$ cat config.mk
export PLATFORM = sky130hd
export DESIGN_NAME = mm_seq_ctrl
export DESIGN_NICKNAME = d
export VERILOG_FILES = /design/src/rtl/mm_seq_ctrl.sv
export SDC_FILE = /design/constraint.sdc
export NUM_CORES = 1
export LEC_CHECK = 0
export ABC_CLOCK_PERIOD_IN_PS = 2800
export BUFFER_PORTS_ARGS = -buffer_cell sky130_fd_sc_hd__buf_4
export CAP_MARGIN = 40
export CORE_ASPECT_RATIO = 0.8
export CORE_MARGIN = 2
export CORE_UTILIZATION = 48
export DETAILED_ROUTE_END_ITERATION = 10
export PLACE_DENSITY = 0.71
export SYNTH_ARGS = -nofsm -noshare
export SYNTH_HDL_FRONTEND = slang
export SYNTH_SLANG_ARGS = --single-unit
$ cat constraint.sdc
create_clock -name wb_clk_i -period 2.8 [get_ports wb_clk_i]
set_clock_uncertainty 0.15 [all_clocks]
set_input_delay 0.28 -clock wb_clk_i [delete_from_list [all_inputs] [get_ports wb_clk_i]]
set_output_delay 0.28 -clock wb_clk_i [all_outputs]
set_load 0.05 [all_outputs]
$ cat src/rtl/mm_seq_ctrl.sv
// Wishbone-mapped sequencer that drives an external MAC unit to compute C = A x B
// for NxN unsigned matrices, holding the A/B/C register files and a completion interrupt.
module mm_seq_ctrl #(
  parameter int unsigned N        = 2,
  parameter int unsigned W        = 8,
  parameter int unsigned ACC_W    = 2*W + $clog2(N),
  parameter logic [31:0] BASE_ADR = 32'h3000_0000
) (
  input  logic             wb_clk_i,
  input  logic             wb_rst_ni,
  input  logic             wbs_stb_i,
  input  logic             wbs_cyc_i,
  input  logic             wbs_we_i,
  input  logic [3:0]       wbs_sel_i,
  input  logic [31:0]      wbs_adr_i,
  input  logic [31:0]      wbs_dat_i,
  output logic             wbs_ack_o,
  output logic [31:0]      wbs_dat_o,
  output logic             mac_clr_o,
  output logic             mac_en_o,
  output logic [W-1:0]     mac_a_o,
  output logic [W-1:0]     mac_b_o,
  input  logic [ACC_W-1:0] mac_acc_i,
  output logic             busy_o,
  output logic             irq_o
);

  localparam int unsigned NN = N*N;
  localparam int unsigned IW = $clog2(N);
  localparam int unsigned EW = $clog2(NN);

  localparam logic [2:0] S_IDLE  = 3'd0;
  localparam logic [2:0] S_CLR   = 3'd1;
  localparam logic [2:0] S_MAC   = 3'd2;
  localparam logic [2:0] S_WAIT  = 3'd3;
  localparam logic [2:0] S_STORE = 3'd4;

  logic [2:0]       state_q, state_d;
  logic [IW-1:0]    i_q, i_d, j_q, j_d, k_q, k_d;
  logic             done_q, done_d;
  logic             irq_en_q, irq_en_d;
  logic             ack_q, ack_d;
  logic [31:0]      dat_q, dat_d;
  logic [W-1:0]     a_q [NN];
  logic [W-1:0]     a_d [NN];
  logic [W-1:0]     b_q [NN];
  logic [W-1:0]     b_d [NN];
  logic [ACC_W-1:0] c_q [NN];
  logic [ACC_W-1:0] c_d [NN];

  logic             hit, req, busy, e_ok, ctrl_sel;
  logic [7:0]       off;
  logic [3:0]       e;
  logic [EW-1:0]    elem, a_idx, b_idx, c_idx;
  logic             unused_ok;

  assign unused_ok = &{1'b0, wbs_sel_i, wbs_adr_i[1:0]};

  assign off      = wbs_adr_i[7:0];
  assign e        = off[5:2];
  assign e_ok     = ({28'b0, e} < NN);
  assign elem     = e[EW-1:0];
  assign ctrl_sel = (off[7:6] == 2'b00) && (off[5:0] == 6'd0);
  assign hit      = wbs_stb_i & wbs_cyc_i & (wbs_adr_i[31:8] == BASE_ADR[31:8]);
  // Holding off while ack is high keeps ack a single-cycle pulse even if stb stays up.
  assign req      = hit & ~ack_q;
  assign busy     = (state_q != S_IDLE);

  assign a_idx = EW'(i_q * N + k_q);
  assign b_idx = EW'(k_q * N + j_q);
  assign c_idx = EW'(i_q * N + j_q);

  always_comb begin
    state_d  = state_q;
    i_d      = i_q;
    j_d      = j_q;
    k_d      = k_q;
    done_d   = done_q;
    irq_en_d = irq_en_q;
    ack_d    = req;
    dat_d    = '0;
    a_d      = a_q;
    b_d      = b_q;
    c_d      = c_q;

    case (state_q)
      S_CLR: begin
        k_d     = '0;
        state_d = S_MAC;
      end
      S_MAC: begin
        k_d = k_q + IW'(1);
        if (k_q == IW'(N-1)) state_d = S_WAIT;
      end
      S_WAIT: state_d = S_STORE;
      S_STORE: begin
        c_d[c_idx] = mac_acc_i;
        if (j_q < IW'(N-1)) begin
          j_d     = j_q + IW'(1);
          state_d = S_CLR;
        end else if (i_q < IW'(N-1)) begin
          j_d     = '0;
          i_d     = i_q + IW'(1);
          state_d = S_CLR;
        end else begin
          done_d  = 1'b1;
          state_d = S_IDLE;
        end
      end
      default: ;
    endcase

    // Bus side is evaluated after the FSM so a done-clear write wins over a same-cycle set.
    if (req) begin
      if (wbs_we_i) begin
        case (off[7:6])
          2'b00: if (ctrl_sel) begin
            irq_en_d = wbs_dat_i[1];
            if (wbs_dat_i[2]) done_d = 1'b0;
            if (wbs_dat_i[0] && !busy) begin
              state_d = S_CLR;
              i_d     = '0;
              j_d     = '0;
              done_d  = 1'b0;
            end
          end
          2'b01: if (e_ok && !busy) a_d[elem] = wbs_dat_i[W-1:0];
          2'b10: if (e_ok && !busy) b_d[elem] = wbs_dat_i[W-1:0];
          default: ;
        endcase
      end else begin
        case (off[7:6])
          2'b00: if (ctrl_sel) dat_d = {29'b0, done_q, irq_en_q, busy};
          2'b01: if (e_ok) dat_d = 32'(a_q[elem]);
          2'b10: if (e_ok) dat_d = 32'(b_q[elem]);
          default: if (e_ok) dat_d = 32'(c_q[elem]);
        endcase
      end
    end
  end

  always_ff @(posedge wb_clk_i) begin
    if (!wb_rst_ni) begin
      state_q  <= S_IDLE;
      i_q      <= '0;
      j_q      <= '0;
      k_q      <= '0;
      done_q   <= 1'b0;
      irq_en_q <= 1'b0;
      ack_q    <= 1'b0;
      dat_q    <= '0;
      a_q      <= '{default: '0};
      b_q      <= '{default: '0};
      c_q      <= '{default: '0};
    end else begin
      state_q  <= state_d;
      i_q      <= i_d;
      j_q      <= j_d;
      k_q      <= k_d;
      done_q   <= done_d;
      irq_en_q <= irq_en_d;
      ack_q    <= ack_d;
      dat_q    <= dat_d;
      a_q      <= a_d;
      b_q      <= b_d;
      c_q      <= c_d;
    end
  end

  assign wbs_ack_o = ack_q;
  assign wbs_dat_o = dat_q;
  assign busy_o    = busy;
  assign irq_o     = done_q & irq_en_q;
  assign mac_clr_o = (state_q == S_CLR);
  assign mac_en_o  = (state_q == S_MAC);
  assign mac_a_o   = mac_en_o ? a_q[a_idx] : '0;
  assign mac_b_o   = mac_en_o ? b_q[b_idx] : '0;

endmodule

==> results, run 1 <==
- The flow ran to the end, and the final reports show no timing, DRC or antenna violations.
- The clock reaches the later pin of the worst-skew pair after 0.42 ns.
- The remaining number of nets flagged by the antenna check after routing is 0.
- The CTS tree is built.
- The worst hold path cell count is 3.
- The final setup violation count is 0.
- The number of antenna violations at the first check in global routing came to 0.
- In the post-synthesis netlist, the biggest area contributors are sky130_fd_sc_hd__dfxtp_1, sky130_fd_sc_hd__mux4_2, sky130_fd_sc_hd__mux2i_1.
- Summing internal, switching and leakage power gives 4.93 mW.
- The arrival time at the worst endpoint is 2.21 ns.
- After detailed routing, the number of vias per cell comes to 5.62.
- Entering global routing, the biggest net connects 33 pins.
- The number of cells on the worst reg-to-reg path is 4.
- 143 I/O pins were placed.
- The detailed router's first-iteration violation count is 425.
- The quantity of I/O buffers inserted on ports is 99.
- The proportion of netlist area held by the largest area contributor is 0.431.
- For this design, the sink count on the clock tree is 158.
- The part of the cycle the worst path needs is 0.943.
- Among all flip-flop cells after synthesis, the most frequent one is sky130_fd_sc_hd__dfxtp_1.
- Of all flip-flops after synthesis, the portion carrying an async set or reset was 0.
- The total iterations of the first detailed-routing run is 5.
- In the routed design, unresolved DRC markers number 0.
- The congestion estimate from routability-driven global placement came to 0.812.
- In the global route stage, overall resource usage came out at 0.238.
- IR analysis of the VDD net gives a maximum drop of 0.405 mV.
- The minimum period implied by the final worst setup slack is 2.64 ns.
- The setup slack on the worst flop-to-flop path is 0.44 ns.
- The start of the worst register-to-register path is i_q.
- A synthesized cell averages 10.0 µm².
- The number of nets in the final layout is 930.
- The reg-to-reg critical path endpoint is c_q[45].
- The highest layer used for signal routing is met4.
- Of all cell types, the one taking the most synthesized area is sky130_fd_sc_hd__dfxtp_1.
- The y dimension of the die is 115 µm.
- The count of standard-cell rows is 40.
- The Yosys step of the flow raised 0 warnings.
- The quantity of gates resized following cts is 0.
- The clock-pin slew reported for the worst setup and hold paths after clock tree synthesis is 0.06 ns.
- The worst setup path is launched from a flop.
- The antenna diode count is 0.
- The final HPWL from detailed placement is 12700 µm.
- Max-cap violations in this run came to 0.
- The average wire length per cell after detail routing is 17.9 µm.
- The floorplan step set the die width to 142 µm.
- In the final routing, the length of wire on met1 measures 8160 µm.
- The total wire length is 18700 µm.
- The critical path capture point type is an output port.
- In the synthesized netlist, the number of instances is 732.
- Wire segments on met2 add up to 8970 µm in the final route.
- For this configuration, the core starts out at a cell density of 0.490.
- The final number of hold-violating endpoints was 0.
- The classification of the worst setup path is reg2out.
- Of the cells placed in the final design, the portion with a size suffix greater than 1 is 0.254.
- The clock passes through at most 2 buffers.
- The power density of the placed cells is 545 nW/µm².
- The sequential fraction of the synthesis area is 0.431.
- In this run the tightest slew margin relative to its limit is 0.420.
- Setup repair after global routing left no endpoint under its margin.
- The worst min-delay path category is in2reg.
- The analysis attributes to cell leakage a power of 3.71 nW.
- The root buffer cell chosen for the clock tree is sky130_fd_sc_hd__clkbuf_16.
- In this run, synthesis inferred 0 flip-flops with an integrated enable.
- Measured on the finished design, the core utilization comes to 0.604.
- Along the worst path, the maximum fanout reaches 10.
- In the final timing run, aggregate negative setup slack is 0 ns.
- Data on the critical path is required at its endpoint by 2.37 ns.
- The number of pins with negative max-slew slack in the final report is 0.
- The count of different cell masters after synthesis is 45.
- The via count of the routed design is 5851.
- In this run, CTS created clock tree buffers numbering 17.
- The placeable core region is 15000 µm².
- The area of the mapped netlist is 7340 µm².
- The pin slew with the least headroom to its limit is 0.870 ns.
- Summed over all layers, the global routing overflow is 0.
- The routed design uses 1150 µm of met3 wire.
- The area added between synthesis and finish is 23.2%.
- Counting flops and latches in the post-synthesis netlist gives 158.
- Timing would allow up to 0.379 GHz.
- The die footprint is 16300 µm².
- The first global-routing pass estimated 30100 µm of wire.
- The worst-case hold path end point is done_q.
- The number of setup buffers added after CTS is 0.
- The deepest level of the CTS H-tree is 4.
- In this run the most critical hold path is launched from wbs_dat_i[2].
- The number of global-route vias before repair is 5997.
## area by class of cell
type / count / area (µm²)
fill: 1220 / 5920
multi-input combinational: 513 / 3890
sequential: 158 / 3160
timing repair buffer: 143 / 1120
clock buffer: 17 / 425
tap: 189 / 236
clock inverter: 15 / 184
inverter: 7 / 26.3
## metal layers
metal,vias up,GRT usage
li1,2766,-
met1,2850,0.304
met2,204,0.402
met3,31,0.0485
met4,0,0.0860
met5,-,0
## power by group
part	internal, mW	total [mW]	switching, mW
clock	1.42	2.39	0.976
combinational	0.111	0.287	0.177
sequential	2.25	2.25	0.000000000300
total	3.78	4.93	1.15
## kinds of logic after synthesis
kind of cell / after synthesis / synth area share
simple gates: 282 / 0.186
buf+inv: 75 / 0.0483
other cells: 1 / 0.000511
compound gates: 70 / 0.0546
mux: 146 / 0.279
flops: 158 / 0.431
## timing repair
item,CTS,global route
endpoints found under the hold margin,66,0
endpoints found under the setup margin,0,0
hold buffers,17,0
## through the flow
stage	setup WS, ns	hold slack, ns	cells	cell area [µm²]
floorplan	0.277	0.266	746	7390
global placement	0.350	0.288	993	8260
detailed placement	0.316	0.296	993	8260
CTS	0.135	0.0171	1042	9040
global route	0.0523	0.0364	1042	9040
finish	0.161	0.0351	1042	9040
## worst max path at each step
stage	cells after the start	slack [ns]	end	from
finish	3	0.16	mac_a_o[0]	i_q
CTS	3	0.13	mac_a_o[0]	i_q
global route	3	0.05	mac_a_o[2]	i_q
detailed placement	5	0.32	b_q[21]	wbs_adr_i[23]
global placement	5	0.35	b_q[21]	wbs_adr_i[18]
floorplan	5	0.28	mac_a_o[0]	state_q[1]
## cell usage in the layout, fill, tap and decap left out, types with 2 or more instances in the layout
cell                            count
sky130_fd_sc_hd__mux4_2            47
sky130_fd_sc_hd__dlygate4sd3_1     17
sky130_fd_sc_hd__clkbuf_16         17
sky130_fd_sc_hd__nand4_2            3
sky130_fd_sc_hd__clkinv_4           2
sky130_fd_sc_hd__a211oi_1           2
sky130_fd_sc_hd__a21oi_1           50
sky130_fd_sc_hd__nor3_1             2
sky130_fd_sc_hd__or3_1              5
sky130_fd_sc_hd__nand4b_1           2
sky130_fd_sc_hd__inv_6              3
sky130_fd_sc_hd__nand3_1            5
sky130_fd_sc_hd__inv_1              6
sky130_fd_sc_hd__and3_1             2
sky130_fd_sc_hd__nand4_1            3
sky130_fd_sc_hd__nand2b_1           3
sky130_fd_sc_hd__a2111oi_0          5
sky130_fd_sc_hd__a22oi_1            5
sky130_fd_sc_hd__clkinv_2           4
sky130_fd_sc_hd__conb_1            15
sky130_fd_sc_hd__buf_4            126
sky130_fd_sc_hd__bufinv_16          3
sky130_fd_sc_hd__nor4bb_1           2
sky130_fd_sc_hd__o21ai_0            4
sky130_fd_sc_hd__nor4_4             2
sky130_fd_sc_hd__dfxtp_1          158
sky130_fd_sc_hd__inv_8              2
sky130_fd_sc_hd__nand2_1          154
sky130_fd_sc_hd__mux2i_1           99
sky130_fd_sc_hd__nor2b_1           32
sky130_fd_sc_hd__and2_1             3
sky130_fd_sc_hd__nor4_1             6
sky130_fd_sc_hd__and4_1             3
sky130_fd_sc_hd__nor2_1            42
sky130_fd_sc_hd__or4_1              3
## state kept, by name, summed over array words and instances, names as in the netlist, 3 cells and up
register,flops
c_q,68
a_q,32
b_q,32
wbs_dat_o,17
state_q,3
## cells in the mapped netlist, types with 3 or more instances
| cell type | instances |
|---|---|
| sky130_fd_sc_hd__dfxtp_1 | 158 |
| sky130_fd_sc_hd__and4_1 | 3 |
| sky130_fd_sc_hd__o21ai_0 | 4 |
| sky130_fd_sc_hd__nand4_1 | 3 |
| sky130_fd_sc_hd__nor4_1 | 6 |
| sky130_fd_sc_hd__a22oi_1 | 5 |
| sky130_fd_sc_hd__or4_1 | 3 |
| sky130_fd_sc_hd__nor2_1 | 42 |
| sky130_fd_sc_hd__nand2_1 | 154 |
| sky130_fd_sc_hd__buf_2 | 7 |
| sky130_fd_sc_hd__and2_1 | 3 |
| sky130_fd_sc_hd__inv_1 | 7 |
| sky130_fd_sc_hd__buf_1 | 9 |
| sky130_fd_sc_hd__or3_1 | 5 |
| sky130_fd_sc_hd__mux4_2 | 47 |
| sky130_fd_sc_hd__nor2b_1 | 32 |
| sky130_fd_sc_hd__a2111oi_0 | 5 |
| sky130_fd_sc_hd__clkbuf_1 | 36 |
| sky130_fd_sc_hd__nand2b_1 | 3 |
| sky130_fd_sc_hd__nor4bb_1 | 3 |
| sky130_fd_sc_hd__a21oi_1 | 50 |
| sky130_fd_sc_hd__buf_4 | 15 |
| sky130_fd_sc_hd__nand3_1 | 5 |
| sky130_fd_sc_hd__nand4_2 | 3 |
| sky130_fd_sc_hd__mux2i_1 | 99 |
## critical path, cell delays in order (launching register included)
cell	delay (ns)
sky130_fd_sc_hd__dfxtp_1	0.81
sky130_fd_sc_hd__mux4_2	0.62
sky130_fd_sc_hd__nor2b_1	0.15
sky130_fd_sc_hd__buf_4	0.21
Power figures use the tool's default switching activity.
==> run 2: changes to the inputs <==
- ABC_CLOCK_PERIOD_IN_PS: 2800 -> default
- GPL_TIMING_DRIVEN: default -> 0
==> results, run 2 (synthesis gave the netlist of run 1 again) <==
- The first-pass GRT wire length is 31500 µm.
- The floorplan step defined a die boundary enclosing 16300 µm².
- The deepest level of the CTS H-tree is 4.
- STA classifies the critical path endpoint as a flop.
- Counting cells, the worst reg-to-reg path comes to 4.
- Dividing the final minimum period by the clock period gives 0.965.
- The tightest min-delay check is of the in2reg type.
- Entering global routing, the biggest net connects 17 pins.
- The clock latency at the later pin of the worst-skew pair is 0.43 ns.
- The arrival time at the worst endpoint is 2.91 ns.
- Setup repair after global routing left no endpoint under its margin.
- In this run the top signal layer used is met4.
- Across the run, the number of max-cap violations was 0.
- The cell family contributing the most delay on the critical path is simple AND/OR/NAND/NOR gates.
- The placeable core region is 15000 µm².
- Of all nets on the critical path, the largest fanout is 10.
- Based on the critical path, the design can be clocked at up to 0.370 GHz.
- The clock passes through at most 2 buffers.
- The die extent in x is 142 µm.
- The area of all placed cells without fillers is 9110 µm².
- Of the cells placed in the final design, the portion with a size suffix greater than 1 is 0.235.
- The first detailed-routing pass ran for 5 iterations.
- The number of antenna violations at the first check in global routing is 0.
- The total wire length is 20100 µm.
- The clock-pin slew reported for the worst setup and hold paths after clock tree synthesis is 0.06 ns.
- The pin slew with the least headroom to its limit is 0.883 ns.
- The number of pins with negative max-slew slack in the final report is 0.
- The largest registers in the layout are c_q x68, a_q x32, b_q x32.
- The power density of the placed cells is 527 nW/µm².
- The overall power is 4.80 mW.
- c_q holds more flip-flops than any other register.
- The library cells used most frequently in the layout, excluding fill and tap cells, are sky130_fd_sc_hd__dfxtp_1, sky130_fd_sc_hd__nand2_1, sky130_fd_sc_hd__buf_4.
- The CTS sink count is 158.
- The via count of the routed design is 6059.
- The cell type of the slowest stage on the worst timing path is sky130_fd_sc_hd__nor4_4.
- In this run the tightest slew margin relative to its limit is 0.407.
- The count of standard-cell rows is 40.
- The initial standard-cell utilization of the core is 0.490.
- The buffer type at the clock tree root is sky130_fd_sc_hd__clkbuf_16.
- The final HPWL from detailed placement is 14000 µm.
- The worst hold path was traced through 3 stages.
- The last weighted congestion value of the routability-driven placer is 0.867.
- The number of gates on the worst path with buffers counted is 4.
- The classification of the worst setup path is reg2reg.
- For this design the top-level I/O count stands at 143.
- The final non-filler cell total is 1077.
- At the worst endpoint, the required time is 3.01 ns.
- The total instance count after detailed placement is 1034.
- The remaining number of nets flagged by the antenna check after routing is 0.
- The CTS tree is built.
- The utilization of the core after routing is 0.609.
- The count of unresolved DRC violations after routing is 0.
- The number of nets in the final layout is 967.
- The number of global-route vias before repair is 5924.
- Together, buffers and inverters on the worst path number 0.
- After detailed routing, the number of vias per cell comes to 5.63.
- After detailed routing, the average wire length per cell comes to 18.6 µm.
- The final number of hold-violating endpoints is 0.
- The total length of routed met3 wires is 1580 µm.
- The overall track demand over capacity in global routing is 0.255.
- The final setup violation count is 0.
- The flip-flop count of the largest register, all copies and words added is 68.
- Traced cell by cell, the critical path runs through nor4b_1, nand2_1, nor4_4, mux2i_1.
- The cell leakage power is 3.72 nW.
- In this run, CTS created clock tree buffers numbering 17.
- The area added between synthesis and finish is 24.1%.
- For the final routed database, the setup TNS stands at 0 ns.
- The worst path in the final design needs a cycle of 2.70 ns, including I/O delays and setup.
- The quantity of I/O buffers inserted on ports is 97.
- The y dimension of the die is 115 µm.
- IR analysis of the VDD net gives a maximum drop of 0.422 mV.
- For this run, the slowest stage of the critical path takes 0.79 ns.
- The antenna diode count is 0.
- STA classifies the critical path startpoint as a flop.
- In this run the cell area measured after placement is 8380 µm².
- The overall overflow remaining after global route is 0.
- The run finished with clean final reports.
- The detailed route wirelength on metal2 is 9010 µm.
- After the first detailed-routing iteration, the DRC count stood at 498.
- Leaving out fill and tap cells, the most frequent cell in the layout is sky130_fd_sc_hd__dfxtp_1.
- After detailed routing, the wire length on met1 is 9110 µm.
run 2: timing repair:
| action | in CTS | in global routing |
|---|---|---|
| endpoints found under the hold margin | 66 | 0 |
| resized for setup | 5 | 3 |
| setup endpoints to repair | 13 | 33 |
| hold buffers | 17 | 0 |
| setup buffers | 0 | 0 |
run 2: path summary, 6_finish.rpt:
check	startpoint	to	slack [ns]
hold reg to reg	c_q[6]	c_q[6]	0.30
hold / removal	wbs_dat_i[2]	done_q	0.05
setup reg to reg	state_q[1]	a_q[20]	0.1
setup / recovery	state_q[1]	a_q[20]	0.1
run 2: area by class of cell:
cell class	count	area (µm²)
Inverter	7	26.3
Fill cell	1242	5860
Multi-Input combinational cell	513	3880
Clock buffer	24	472
Sequential cell	158	3160
Clock inverter	6	86.3
Timing Repair Buffer	116	921
Buffer	64	323
Tap cell	189	236
run 2: report_power, final:
| group | total [mW] | switching (mW) | internal, mW | leakage, nW |
|---|---|---|---|---|
| logic | 0.322 | 0.198 | 0.124 | 2.18 |
| registers | 2.25 | 0.000000000270 | 2.25 | 1.27 |
| clock network | 2.23 | 0.885 | 1.35 | 0.270 |
| total | 4.80 | 1.08 | 3.72 | 3.72 |
run 2: routing by layer:
| metal | vias up | track usage |
|---|---|---|
| met2 | 271 | 0.401 |
| met3 | 37 | 0.0544 |
| met4 | 0 | 0.0747 |
| met5 | - | 0 |
| li1 | 2835 | - |
| met1 | 2916 | 0.355 |
run 2: worst register-to-register path: cells and delay by family, from the launching register on:
family | cells | cell delay [ns]
AND/OR/NAND/NOR | 3 | 1.82
multiplexers | 1 | 0.26
flip-flops | 1 | 0.40
run 2: per-stage QoR:
step | hold slack (ns) | worst slack, ns
floorplan | 0.266 | 0.277
detailed placement | 0.297 | -0.437
global route | 0.0419 | 0.00889
CTS | 0.0324 | 0.00808
global placement | 0.291 | -0.386
finish | 0.0490 | 0.0992
